`src/rtl/tt_extractor_pkg.sv`:
```
// tt_extractor_pkg
//   Shared definitions for the truth-table extractor:
//   - state_t   : sweep FSM states
//   - N_IN_MAX  : largest supported gate input count
//   - TT_W_MAX  : truth-table width at N_IN_MAX
//   - popcount  : number of set bits in a (zero-extended) table word
package tt_extractor_pkg;

   typedef enum logic [2:0] {
      IDLE,
      DRIVE,
      SAMPLE,
      COMPARE,
      DONE
   } state_t;

   localparam int N_IN_MAX = 6;
   localparam int TT_W_MAX = 1 << N_IN_MAX;

   function automatic int popcount(input logic [TT_W_MAX-1:0] v);
      int c;
      c = 0;
      for (int i = 0; i < TT_W_MAX; i++) begin
         c = c + int'(v[i]);
      end
      return c;
   endfunction

endpackage

```
`src/rtl/tt_extractor_if.sv`:
```
// tt_extractor_if
//   Bundles the sweep control, gate probe and result signals.
//   master : bench / characterization controller side (drives start,
//            expected_tt and returns the gate output on probe_in)
//   slave  : the extractor itself
//   Signals:
//     start        - begin a sweep
//     expected_tt  - reference table, captured on an accepted start
//     probe_out    - input vector driven into the gate under test
//     probe_in     - gate output
//     busy, done   - sweep in progress / one-cycle completion pulse
//     tt           - extracted truth table
//     mismatch_cnt - popcount(tt ^ captured expected table)
//     match, valid - result agrees with reference / result is complete
interface tt_extractor_if #(
   parameter int N_IN = 4
);
   localparam int TT_W = 1 << N_IN;

   logic              start;
   logic [TT_W-1:0]   expected_tt;
   logic [N_IN-1:0]   probe_out;
   logic              probe_in;
   logic              busy;
   logic              done;
   logic [TT_W-1:0]   tt;
   logic [N_IN:0]     mismatch_cnt;
   logic              match;
   logic              valid;

   modport master (
      output start, expected_tt, probe_in,
      input  probe_out, busy, done, tt, mismatch_cnt, match, valid
   );

   modport slave (
      input  start, expected_tt, probe_in,
      output probe_out, busy, done, tt, mismatch_cnt, match, valid
   );

endinterface

```
`src/rtl/tt_extractor_popcount.sv`:
```
// tt_popcount
//   Purely combinational population count of a 2^N_IN-bit word.
//   Ports:
//     bits  - input word (2^N_IN bits)
//     count - number of ones (N_IN+1 bits, wide enough for all-ones)
module tt_popcount
   import tt_extractor_pkg::*;
#(
   parameter int N_IN = 4
) (
   input  logic [(1 << N_IN)-1:0] bits,
   output logic [N_IN:0]          count
);

   localparam int CW = N_IN + 1;

   logic [TT_W_MAX-1:0] ext;

   always_comb begin
      ext   = TT_W_MAX'(bits);
      count = CW'(popcount(ext));
   end

endmodule

```
`src/rtl/tt_extractor.sv`:
```
// tt_extractor
//   Sweeps every input combination of a combinational gate under test,
//   holds each vector SETTLE cycles, samples the gate output, builds the
//   2^N_IN-bit truth table and counts mismatches against a reference.
//   Parameters:
//     N_IN   - gate input count (1..6)
//     SETTLE - DRIVE cycles per vector before the sample cycle (>= 1)
//   Ports:
//     clk - clock, rising edge
//     rst - asynchronous active-high reset
//     bus - tt_extractor_if slave modport (control, probes, results)
module tt_extractor
   import tt_extractor_pkg::*;
#(
   parameter int N_IN   = 4,
   parameter int SETTLE = 2
) (
   input logic          clk,
   input logic          rst,
   tt_extractor_if.slave bus
);

   localparam int TT_W  = 1 << N_IN;
   localparam int CNT_W = (SETTLE > 1) ? $clog2(SETTLE) : 1;
   localparam logic [CNT_W-1:0] CNT_LOAD = CNT_W'(SETTLE - 1);

   state_t            state;
   logic [N_IN-1:0]   idx;
   logic [CNT_W-1:0]  cnt;
   logic [TT_W-1:0]   exp_q;
   logic [TT_W-1:0]   tt_q;
   logic [N_IN-1:0]   probe_q;
   logic              busy_q;
   logic              done_q;
   logic [N_IN:0]     mism_q;
   logic              match_q;
   logic              valid_q;
   logic [N_IN:0]     pc;

   tt_popcount #(.N_IN(N_IN)) u_popcount (
      .bits  (tt_q ^ exp_q),
      .count (pc)
   );

   always_ff @(posedge clk or posedge rst) begin
      if (rst) begin
         state   <= IDLE;
         idx     <= '0;
         cnt     <= '0;
         exp_q   <= '0;
         tt_q    <= '0;
         probe_q <= '0;
         busy_q  <= 1'b0;
         done_q  <= 1'b0;
         mism_q  <= '0;
         match_q <= 1'b0;
         valid_q <= 1'b0;
      end else begin
         done_q <= 1'b0;
         case (state)
            IDLE: begin
               if (bus.start) begin
                  exp_q   <= bus.expected_tt;
                  tt_q    <= '0;
                  valid_q <= 1'b0;
                  match_q <= 1'b0;
                  mism_q  <= '0;
                  idx     <= '0;
                  cnt     <= CNT_LOAD;
                  probe_q <= '0;
                  busy_q  <= 1'b1;
                  state   <= DRIVE;
               end
            end
            DRIVE: begin
               if (cnt == '0) begin
                  state <= SAMPLE;
               end else begin
                  cnt <= cnt - 1'b1;
               end
            end
            SAMPLE: begin
               tt_q[idx] <= bus.probe_in;
               // Terminal test on all-ones so idx never wraps mid-sweep.
               if (idx == '1) begin
                  probe_q <= '0;
                  busy_q  <= 1'b0;
                  state   <= COMPARE;
               end else begin
                  idx     <= idx + 1'b1;
                  probe_q <= idx + 1'b1;
                  cnt     <= CNT_LOAD;
                  state   <= DRIVE;
               end
            end
            COMPARE: begin
               mism_q <= pc;
               state  <= DONE;
            end
            DONE: begin
               // Registered, so done/valid/match appear as the FSM is back
               // in IDLE; a start seen on this edge is not accepted.
               done_q  <= 1'b1;
               valid_q <= 1'b1;
               match_q <= (mism_q == '0);
               state   <= IDLE;
            end
            default: state <= IDLE;
         endcase
      end
   end

   assign bus.probe_out    = probe_q;
   assign bus.busy         = busy_q;
   assign bus.done         = done_q;
   assign bus.tt           = tt_q;
   assign bus.mismatch_cnt = mism_q;
   assign bus.match        = match_q;
   assign bus.valid        = valid_q;

endmodule

```
`src/flat_wrapper.sv`:
```
// flat-port wrapper written by rule: the top's interface ports become plain ports
module tt_extractor_flat import tt_extractor_pkg::*;
#(
   parameter int N_IN   = 4,
   parameter int SETTLE = 2
)
  (clk, rst, bus_start, bus_expected_tt, bus_probe_in, bus_probe_out, bus_busy, bus_done, bus_tt, bus_mismatch_cnt, bus_match, bus_valid);
  tt_extractor_if #(.N_IN(N_IN)) bus_i ();
  input logic clk;
  input logic rst;
  input wire logic [$bits(bus_i.start)-1:0] bus_start;
  input wire logic [$bits(bus_i.expected_tt)-1:0] bus_expected_tt;
  input wire logic [$bits(bus_i.probe_in)-1:0] bus_probe_in;
  output wire logic [$bits(bus_i.probe_out)-1:0] bus_probe_out;
  output wire logic [$bits(bus_i.busy)-1:0] bus_busy;
  output wire logic [$bits(bus_i.done)-1:0] bus_done;
  output wire logic [$bits(bus_i.tt)-1:0] bus_tt;
  output wire logic [$bits(bus_i.mismatch_cnt)-1:0] bus_mismatch_cnt;
  output wire logic [$bits(bus_i.match)-1:0] bus_match;
  output wire logic [$bits(bus_i.valid)-1:0] bus_valid;
  assign bus_i.start = bus_start;
  assign bus_i.expected_tt = bus_expected_tt;
  assign bus_i.probe_in = bus_probe_in;
  assign bus_probe_out = bus_i.probe_out;
  assign bus_busy = bus_i.busy;
  assign bus_done = bus_i.done;
  assign bus_tt = bus_i.tt;
  assign bus_mismatch_cnt = bus_i.mismatch_cnt;
  assign bus_match = bus_i.match;
  assign bus_valid = bus_i.valid;
  tt_extractor #(.N_IN(N_IN), .SETTLE(SETTLE)) u_core (.clk(clk), .rst(rst), .bus(bus_i));
endmodule
```
`config.mk`:
```
export PLATFORM = sky130hd
export DESIGN_NAME = tt_extractor_flat
export DESIGN_NICKNAME = d
export VERILOG_FILES = /design/src/rtl/tt_extractor_pkg.sv /design/src/rtl/tt_extractor_if.sv /design/src/rtl/tt_extractor_popcount.sv /design/src/rtl/tt_extractor.sv /design/src/flat_wrapper.sv
export SDC_FILE = /design/constraint.sdc
export NUM_CORES = 1
export LEC_CHECK = 0
export BUFFER_PORTS_ARGS = -buffer_cell sky130_fd_sc_hd__buf_2
export CAP_MARGIN = 5
export CORE_MARGIN = 3
export CORE_UTILIZATION = 25
export DETAILED_ROUTE_END_ITERATION = 7
export GPL_TIMING_DRIVEN = 0
export HOLD_SLACK_MARGIN = 0.06
export PLACE_DENSITY_LB_ADDON = 0.3
export SLEW_MARGIN = 0
export SYNTH_ARGS = -nofsm -noshare
export SYNTH_HDL_FRONTEND = slang
export SYNTH_HIERARCHICAL = 1
export SYNTH_SLANG_ARGS = --single-unit
```
`constraint.sdc`:
```
create_clock -name clk -period 3.8 [get_ports clk]
set_input_delay 0.19 -clock clk [delete_from_list [all_inputs] [get_ports clk]]
set_output_delay 0.19 -clock clk [all_outputs]
set_load 0.03 [all_outputs]
```
* After elaboration in Yosys (flattened, before gate mapping)
Index checks and enable logic that the tools add are counted.
Widths: inputs -> output; s select.
** Cells by class
- $add $sub $neg :: 17
- Order comparisons :: 2
- Equality and inequality tests :: 9
- Multiplexer cells :: 26
- Bitwise operators :: 1
- Reductions and logical operators :: 15
** Operator list (count)
- $add 5x1->5 :: 11
- $pmux 16 s2 :: 1
- $bwmux 16 :: 1
- $mux 16 :: 1
- $pmux 4 s2 :: 2
- $xor 16x16->16 :: 1
- $mux 4 :: 3
- $pmux 3 s4 :: 1
- $pmux 5 s2 :: 1
- $reduce_and 2->1 :: 5
- $reduce_and 3->1 :: 3
- $mux 1 :: 7
- $eq 3x2->1 const B :: 2
- $mux 3 :: 2
- $ne 2x2->1 const B :: 3
- $pmux 1 s2 :: 3
- $reduce_bool 2->1 :: 3
- $add 4x1->5 :: 1
- $logic_not 5->1 :: 1
- $lt 4x5->1 const B :: 1
- $mux 5 :: 1
- $add 3x1->4 :: 1
- $add 4x1->4 const B :: 1
- $demux 1 s4 :: 1
- 13 further kinds :: 13
** Word-level totals
- Flip-flop bits (word level) :: 53
- Bits of input ports :: 20
- Output and inout port bits :: 29

* Longest topological paths before layout
Gate-level depths: netlist (run 1).
- Word-level depth :: 17
- Mapped depth :: 14
- Depth with buffers taken out :: 14

* Hierarchy
Netlist (run 1), hierarchy kept.
** Modules (own cells, without submodules)
- tt_extractor :: instances 1, cells an instance 237, area an instance 2478.6 sq um, seq. area each 1326.3 sq um
- tt_popcount :: instances 1, cells an instance 47, area an instance 407.9 sq um, seq. area each 0.0 sq um

* Least setup slack after synthesis (run 1)
No wires, ideal clock.
- Kind :: reg-to-reg
- From :: register u_core.tt_q[0] (netlist: u_core/bus.tt[0])
- To :: register u_core.mism_q[2] (netlist: u_core/bus.mismatch_cnt[2])
- Setup time :: 0.121 ns
- Arrival time :: 3.626 ns
- Path slack :: 0.053 ns
- Stages on the path, launching flop included :: 13
- Buffers on the path :: 0
- Path through :: dfrtp_1 -> xor2_1 -> inv_1 -> fa_1 -> fa_1 -> fa_1 -> fa_1 -> inv_1 -> ha_1 -> inv_1 -> fa_1 -> xnor2_1 -> a22o_1
** On the way
- Cells in the longest elaborated chain, start to end :: 17
** Ends and longest elaborated chain
- start, declared :: line tt_extractor.sv:31 : logic [TT_W-1:0] tt_q;
- start signal, assigned by index :: line tt_extractor.sv:83 : tt_q[idx] <= bus.probe_in;
- $xor 16x16->16 :: line tt_extractor.sv:41 : .bits (tt_q ^ exp_q),
- $add 1x1->2 :: line tt_extractor_pkg.sv:24 : c = c + int'(v[i]);
- $add 2x1->3 :: line tt_extractor_pkg.sv:24
- $add 3x1->4 :: line tt_extractor_pkg.sv:24
- $add 4x1->5 :: line tt_extractor_pkg.sv:24
- $add 5x1->5 (11 in series) :: line tt_extractor_pkg.sv:24
- named net u_core.pc[2] :: line tt_extractor.sv:38 : logic [N_IN:0] pc;
- $pmux 5 s2 :: line tt_extractor.sv:60 : case (state)
- end signal, assigned :: line tt_extractor.sv:97 : mism_q <= pc;
- end, declared :: line tt_extractor.sv:35 : logic [N_IN:0] mism_q;
The timed path passes the listed nets, and every way through them passes these cells.
A chain may end at the register's enable or synchronous reset.

* Worst setup path in the final report (run 1)
- From :: register u_core.tt_q[9] (netlist: u_core/bus.tt[9])
- To :: register u_core.mism_q[1] (netlist: u_core/bus.mismatch_cnt[1])
** On the way
- Cells in the longest elaborated chain, start to end :: 9
** Ends and longest elaborated chain (line)
- $xor 16x16->16 :: tt_extractor.sv:41
- $add 5x1->5 (7 in series) :: tt_extractor_pkg.sv:24
- named net u_core.pc[1] :: tt_extractor.sv:38
- $pmux 5 s2 :: tt_extractor.sv:60
The timed path passes the listed nets, and every way through them passes these cells.

==> results.md, run 1 <==
* Via count at about 2100
* Die X-Extent at about 110 µm
* Number of global-route vias before repair at between 2000 and 2500
* Rows at 38
* Final WL at 6820 µm
* Clock sinks at 53
* Final Hold Vio Count at 0
* Crit Path Max Fanout at 3
* Slew Limit Fails at 0
* Post-Syn Instances at 284
* Port Buffer Count at 48
* Post-synthesis cell area at ~2900 µm²
* Post-detail-place hpwl at around 5200 µm
* Slew Limit Headroom at between 50% and 60%
* Initial DRC count at approximately 120
* Layout Area Growth over Synthesis at 22.1%
* Vias per inst at 4.34
* Unrepaired setup endpoints after global routing: true
* Critical Path Sink Type: flip-flop
* Number of synthesized register bits at 53
* Largest net degree at the start of global routing at 38
* Outcome: finished clean
* Final Setup Violations at 0
* Hold path depth at 3
* Clock slew at reported path FFs at ~0.07 ns
* Post-route insts no fill at 484
* Asr flop ratio synth at 100%
* Final cycle utilization of the critical path at between 90% and 100%
* Leading register cell type out of synthesis: dfrtp_1
* I/O Pins at between 40 and 50
* Warnings from Yosys at 6
* TritonCTS Buffers at 5
* ANT cells at 0
* CP startpoint kind: flip-flop
* Clk Tree Root Cell: clkbuf_16
* Post-DR wirelength/cell at ~14 µm
* Post-synth cell types at 40
* Commonest cells after routing, fill and taps aside: nand2_1, dfrtp_1, buf_2, inv_1, xor2_1
* Core area at about 11000 µm²
* Die Footprint at about 13000 µm²
* Global-route wire length before repair at 11300 µm
* Measured slew at the worst slew-check pin at slightly above 0.7 ns
* Mapped Nets at 323
* Hold Crit Class: in -> reg
* CTS tree: done
* Clk_lat worst skew at 0.29 ns
* CP Class: reg -> reg
* Post-DRT Antenna Nets at 0
* Post-synth EDFFs at 0
* Post-synthesis average cell area at slightly above 10 µm²
* Post-synth top area share at between 40% and 50%
* Sequential area share after synthesis at approximately 46%
* Pre-antenna DRT Iters at 4
* Required @ worst endpoint at around 4 ns
* Fin crit period at about 3.7 ns
* Commonest non-fill, non-tap cell in the layout: nand2_1
* Placed Instances at ~470
* Max Fclk at about 0.27 GHz
* Biggest cell delay along the critical path at roughly 0.59 ns
* Initial antenna violation count at 0
* GRT Total Usage at between 10% and 20%
* Max cap viols at 0
* Grt ovf at 0
* Slowest CP cell: fa_1
* Top cell type by total area after synthesis: dfrtp_1
* Top post-synthesis cells by area: dfrtp_1, nand2_1, fa_1
* Die span in y at 113 µm
* Layout cells sized above 1 at between 20% and 30%
* Nets at around 380
* Final GP Congestion at approximately 0.72
* CTS max path bufs at 2
* CP Data Arrival Time at 3.90 ns
* H-tree depth at 2
* DRC at 0
* Cells on worst reg2reg path at 12
* Crit-path cells: xor2_1 -> inv_1 -> fa_1 -> fa_1 -> fa_2 -> fa_1 -> inv_1 -> ha_2 -> inv_2 -> fa_2 -> inv_2 -> a22o_1
* Initial core utilization at between 20% and 30%
* Setup Skew at ~0.0075 ns
* CP dominant cell by count: fa_1
[cell families (layout without fill, tap and decap cells)]
| kind of cell | Yosys count | count (layout) | share of synthesized area, % |
|---|---|---|---|
| compound gates | 29 | 29 | 7.72 |
| xor+xnor | 20 | 20 | 6.07 |
| fa+ha+maj | 19 | 19 | 10.8 |
| buf+inv | 45 | 105 | 7.46 |
| flops | 53 | 53 | 45.9 |
| mux | 15 | 15 | 5.24 |
| simple gates | 103 | 103 | 16.7 |
[Yosys cell counts, drive strengths merged, types with 2 or more instances]
| cell type | n |
|---|---|
| buf | 11 |
| nor3b | 2 |
| nand2 | 65 |
| fa | 10 |
| dfrtp | 53 |
| ha | 9 |
| o2bb2ai | 3 |
| inv | 31 |
| a21o | 3 |
| nor2b | 4 |
| a22o | 8 |
| mux2i | 14 |
| o211ai | 2 |
| nand3 | 16 |
| xnor2 | 3 |
| a2bb2oi | 2 |
| nand4 | 2 |
| nor2 | 6 |
| clkbuf | 3 |
| a21oi | 3 |
| o21ai | 4 |
| xor2 | 17 |
[state kept, by name (all words and copies together) (netlist names)]
signal                   count
u_core/bus.tt               16
u_core/exp_q                16
u_core/bus.mismatch_cnt      5
u_core/bus.probe_out         4
u_core/idx                   4
u_core/state                 3
u_core/bus.busy              1
u_core/bus.done              1
u_core/bus.match             1
u_core/bus.valid             1
u_core/cnt                   1
[critical path: cells and delay by family (launching register included)]
kind / cells / cell delay, ns
XOR/XNOR: 1 / 0.13
buffers and inverters: 4 / 0.20
flip-flops: 1 / 0.40
adder cells (fa/ha/maj): 6 / 2.68
AO/OA/AOI/OAI: 1 / 0.19
[area by class of cell]
| type | count | area, µm² |
|---|---|---|
| fillers | 1165 | 7550 |
| multi-input cells | 186 | 1360 |
| flip-flops and latches | 53 | 1330 |
| repair buffers | 53 | 293 |
| well taps | 140 | 175 |
| clock buffers | 5 | 125 |
| inverters | 31 | 116 |
| plain buffers | 14 | 98.8 |
| clock inverters | 2 | 35.0 |
[timing repair]
item,in CTS,in global routing
setup buffers,1,2
gates resized for setup,0,6
hold buffers,1,0
setup endpoints to repair,2,4
cloned,0,0
pin swaps,1,7
endpoints found under the hold margin,16,0
[worst paths after layout]
kind | from | slack, ns | endpoint
max | u_core/bus.tt[9] | 0.08 | u_core/bus.mismatch_cnt[1]
min | bus_expected_tt[1] | 0.09 | u_core/exp_q[1]
max reg2reg | u_core/bus.tt[9] | 0.08 | u_core/bus.mismatch_cnt[1]
min reg2reg | u_core/bus.valid | 0.48 | u_core/bus.valid
max in group asynchronous | rst | 2.82 | u_core/bus.tt[9]
min in group asynchronous | rst | 0.45 | u_core/cnt
[per-layer routing]
layer	track usage, %	routed length (µm)	vias up
met5	0	0	-
met4	2.64	63	0
met3	2.97	299	5
met2	18.2	3350	33
met1	14.6	3110	1020
li1	-	-	1044
[through the flow]
stage          setup TNS, ns  setup WS (ns)  cell area [µm²]  hold slack [ns]  utilization, %
2_1_floorplan              0         0.0526             2890            0.295               -
6_report                   0         0.0803             3520           0.0945            31.8
4_1_cts                    0         0.0121             3500           0.0906            31.6
3_3_place_gp               0         0.0400             3300            0.383            29.8
3_5_place_dp        -0.00753       -0.00753             3320            0.206            30.0
5_1_grt              -0.0785        -0.0464             3520           0.0961            31.8
Power of run 1 is not shown: default switching activity piles up to over one toggle a cycle in this logic, so the estimate is an artifact.
==> run 2: changes to the inputs <==
CORE_MARGIN = 1.5   (was 3)
==> run 2 against run 1 <==
Clock skew is 0.0015 ns lower. Critical path depth stayed put. Hold slack worse by 0.0018 ns. Highest routed layer unchanged.
==> results.md, run 2 (synthesis gave the netlist of run 1 again) <==
* CP Class: reg -> reg (unchanged)
* Final Setup Violations at 0 (unchanged)
* Final Hold Vio Count at 0 (unchanged)
* Slew Limit Fails at 0 (unchanged)
* Initial DRC count at 113 (was 123)
* Clk Tree Root Cell: clkbuf_16 (unchanged)
* Crit Path Max Fanout at 3 (unchanged)
* Commonest non-fill, non-tap cell in the layout: nand2_1 (unchanged)
* Number of global-route vias before repair at 2144 (was 2190)
* Commonest cells after routing, fill and taps aside: nand2_1, dfrtp_1, buf_2, inv_1, xor2_1 (unchanged)
* Layout cells sized above 1 at 23.3% (was 23.8%)
* Core area at 11300 µm² (was 11100 µm²)
* Post-DR wirelength/cell at 13.4 µm (was 14.1 µm)
* Die Footprint at 12200 µm² (was 12900 µm²)
* Die span in y at 110 µm (was 113 µm)
* Final cycle utilization of the critical path at 97.9% (about the same)
* Initial antenna violation count at 0 (unchanged)
* TritonCTS Buffers at 5 (unchanged)
* Sum of negative setup slack at 0 ns (unchanged)
* Post-DRT Antenna Nets at 0 (unchanged)
* Final WL at 6510 µm (was 6820 µm)
* Layout Area Growth over Synthesis at 21.3% (was 22.1%)
* Cells on worst reg2reg path at 12 (unchanged)
* Pre-antenna DRT Iters at 4 (unchanged)
* Port Buffer Count at 48 (unchanged)
* Fin crit period at 3.72 ns (about the same)
* Required @ worst endpoint at 3.98 ns (about the same)
* Via count at 2113 (was 2102)
* Critical Path Sink Type: flip-flop (unchanged)
* Die X-Extent at 110 µm (was 113 µm)
* GRT Total Usage at 11.3% (was 11.1%)
* CTS tree: done (unchanged)
* Max cap viols at 0 (unchanged)
* Nets at 382 (was 383)
* Global-route wire length before repair at 11100 µm (was 11300 µm)
* Initial core utilization at 25.5% (was 26.1%)
* CP Data Arrival Time at 3.90 ns (about the same)
* Outcome: finished clean (unchanged)
* Slew Limit Headroom at 49.6% (was 51.6%)
* H-tree depth at 2 (unchanged)
* Measured slew at the worst slew-check pin at 0.752 ns (was 0.723 ns)
* Largest net degree at the start of global routing at 37 (was 38)
* Grt ovf at 0 (unchanged)
* Vias per inst at 4.34 (about the same)
* Hold Crit Class: in -> reg (unchanged)
* ANT cells at 0 (unchanged)
* Clock slew at reported path FFs at 0.07 ns (about the same)
* I/O Pins at 49 (unchanged)
* CTS max path bufs at 2 (unchanged)
* Final GP Congestion at 0.745 (was 0.723)
* Rows at 39 (was 38)
* Unrepaired setup endpoints after global routing: true (unchanged)
* DRC at 0 (unchanged)
* Clk_lat worst skew at 0.29 ns (about the same)
* Setup Skew at 0.00597 ns (was 0.00747 ns)
* CP startpoint kind: flip-flop (unchanged)
* Post-detail-place hpwl at 5040 µm (was 5250 µm)
* Hold path depth at 3 (unchanged)
* Max Fclk at 0.269 GHz (about the same)
* Clock sinks at 53 (unchanged)
[run 2: cell count changes in the layout (fill, tap and decap cells not counted)]
cell        change
buf_4           -1
bufinv_16       -1
clkinvlp_4      +1
fa_1            +2
fa_2            -2
inv_6           +1
[run 2: stage by stage]
stage / cell area, µm² / std cells / worst slack (ns) / hold slack (ns) / utilization (%)
floorplan: 2890 / 284 / 0.0526 / 0.295 / -
global placement: 3310 / 475 / 0.0396 / 0.389 / 29.2
detailed placement: 3330 / 476 / 0.0605 / 0.210 / 29.4
CTS: 3480 / 485 / 0.0353 / 0.0858 / 30.8
global route: 3500 / 487 / -0.0855 / 0.0868 / 30.9
finish: 3500 / 487 / 0.0783 / 0.0927 / 30.9
[run 2: layout make-up]
| type | instances | area (µm²) |
|---|---|---|
| clock inverter | 3 | 21.3 |
| fill | 1181 | 7820 |
| inverter | 31 | 116 |
| buffer | 14 | 98.8 |
| timing repair buffer | 52 | 285 |
| clock buffer | 5 | 125 |
| tap | 143 | 179 |
| multi-input combinational | 186 | 1350 |
| sequential | 53 | 1330 |
[run 2: path summary, 6_finish.rpt]
path,start,end,slack (ns)
min in group asynchronous,rst,u_core/bus.probe_out[2],0.44
setup / recovery,u_core/bus.tt[3],u_core/bus.mismatch_cnt[3],0.08
max in group asynchronous,rst,u_core/bus.mismatch_cnt[1],2.83
hold reg to reg,u_core/bus.valid,u_core/bus.valid,0.48
hold / removal,bus_expected_tt[1],u_core/exp_q[1],0.09
setup reg to reg,u_core/bus.tt[3],u_core/bus.mismatch_cnt[3],0.08
[run 2: critical path, cell delays in order, from the launching register on]
cell and delay (ns):
dfrtp_1 0.40, xor2_1 0.16, inv_1 0.08, fa_1 0.52, fa_1 0.51, fa_1 0.42, fa_1 0.58, inv_1 0.06
ha_1 0.28, a21o_1 0.19, a21oi_2 0.14, xnor2_1 0.07, a22o_1 0.20
[run 2: routing by layer]
layer	part of all wire, %	track usage, %	up-vias
met1	48	15.8	1030
met4	0.91	2.82	0
met5	0	0	-
met3	3.3	2.36	4
li1	-	-	1045
met2	48	17.8	34
[run 2: timing repair]
item | 4_1_cts | 5_1_grt
resized for setup | 0 | 4
hold buffers | 1 | 0
setup buffers | 0 | 2
endpoints found under the setup margin | 0 | 4
endpoints found under the hold margin | 17 | 0
Power of run 2 is left out for the same reason.
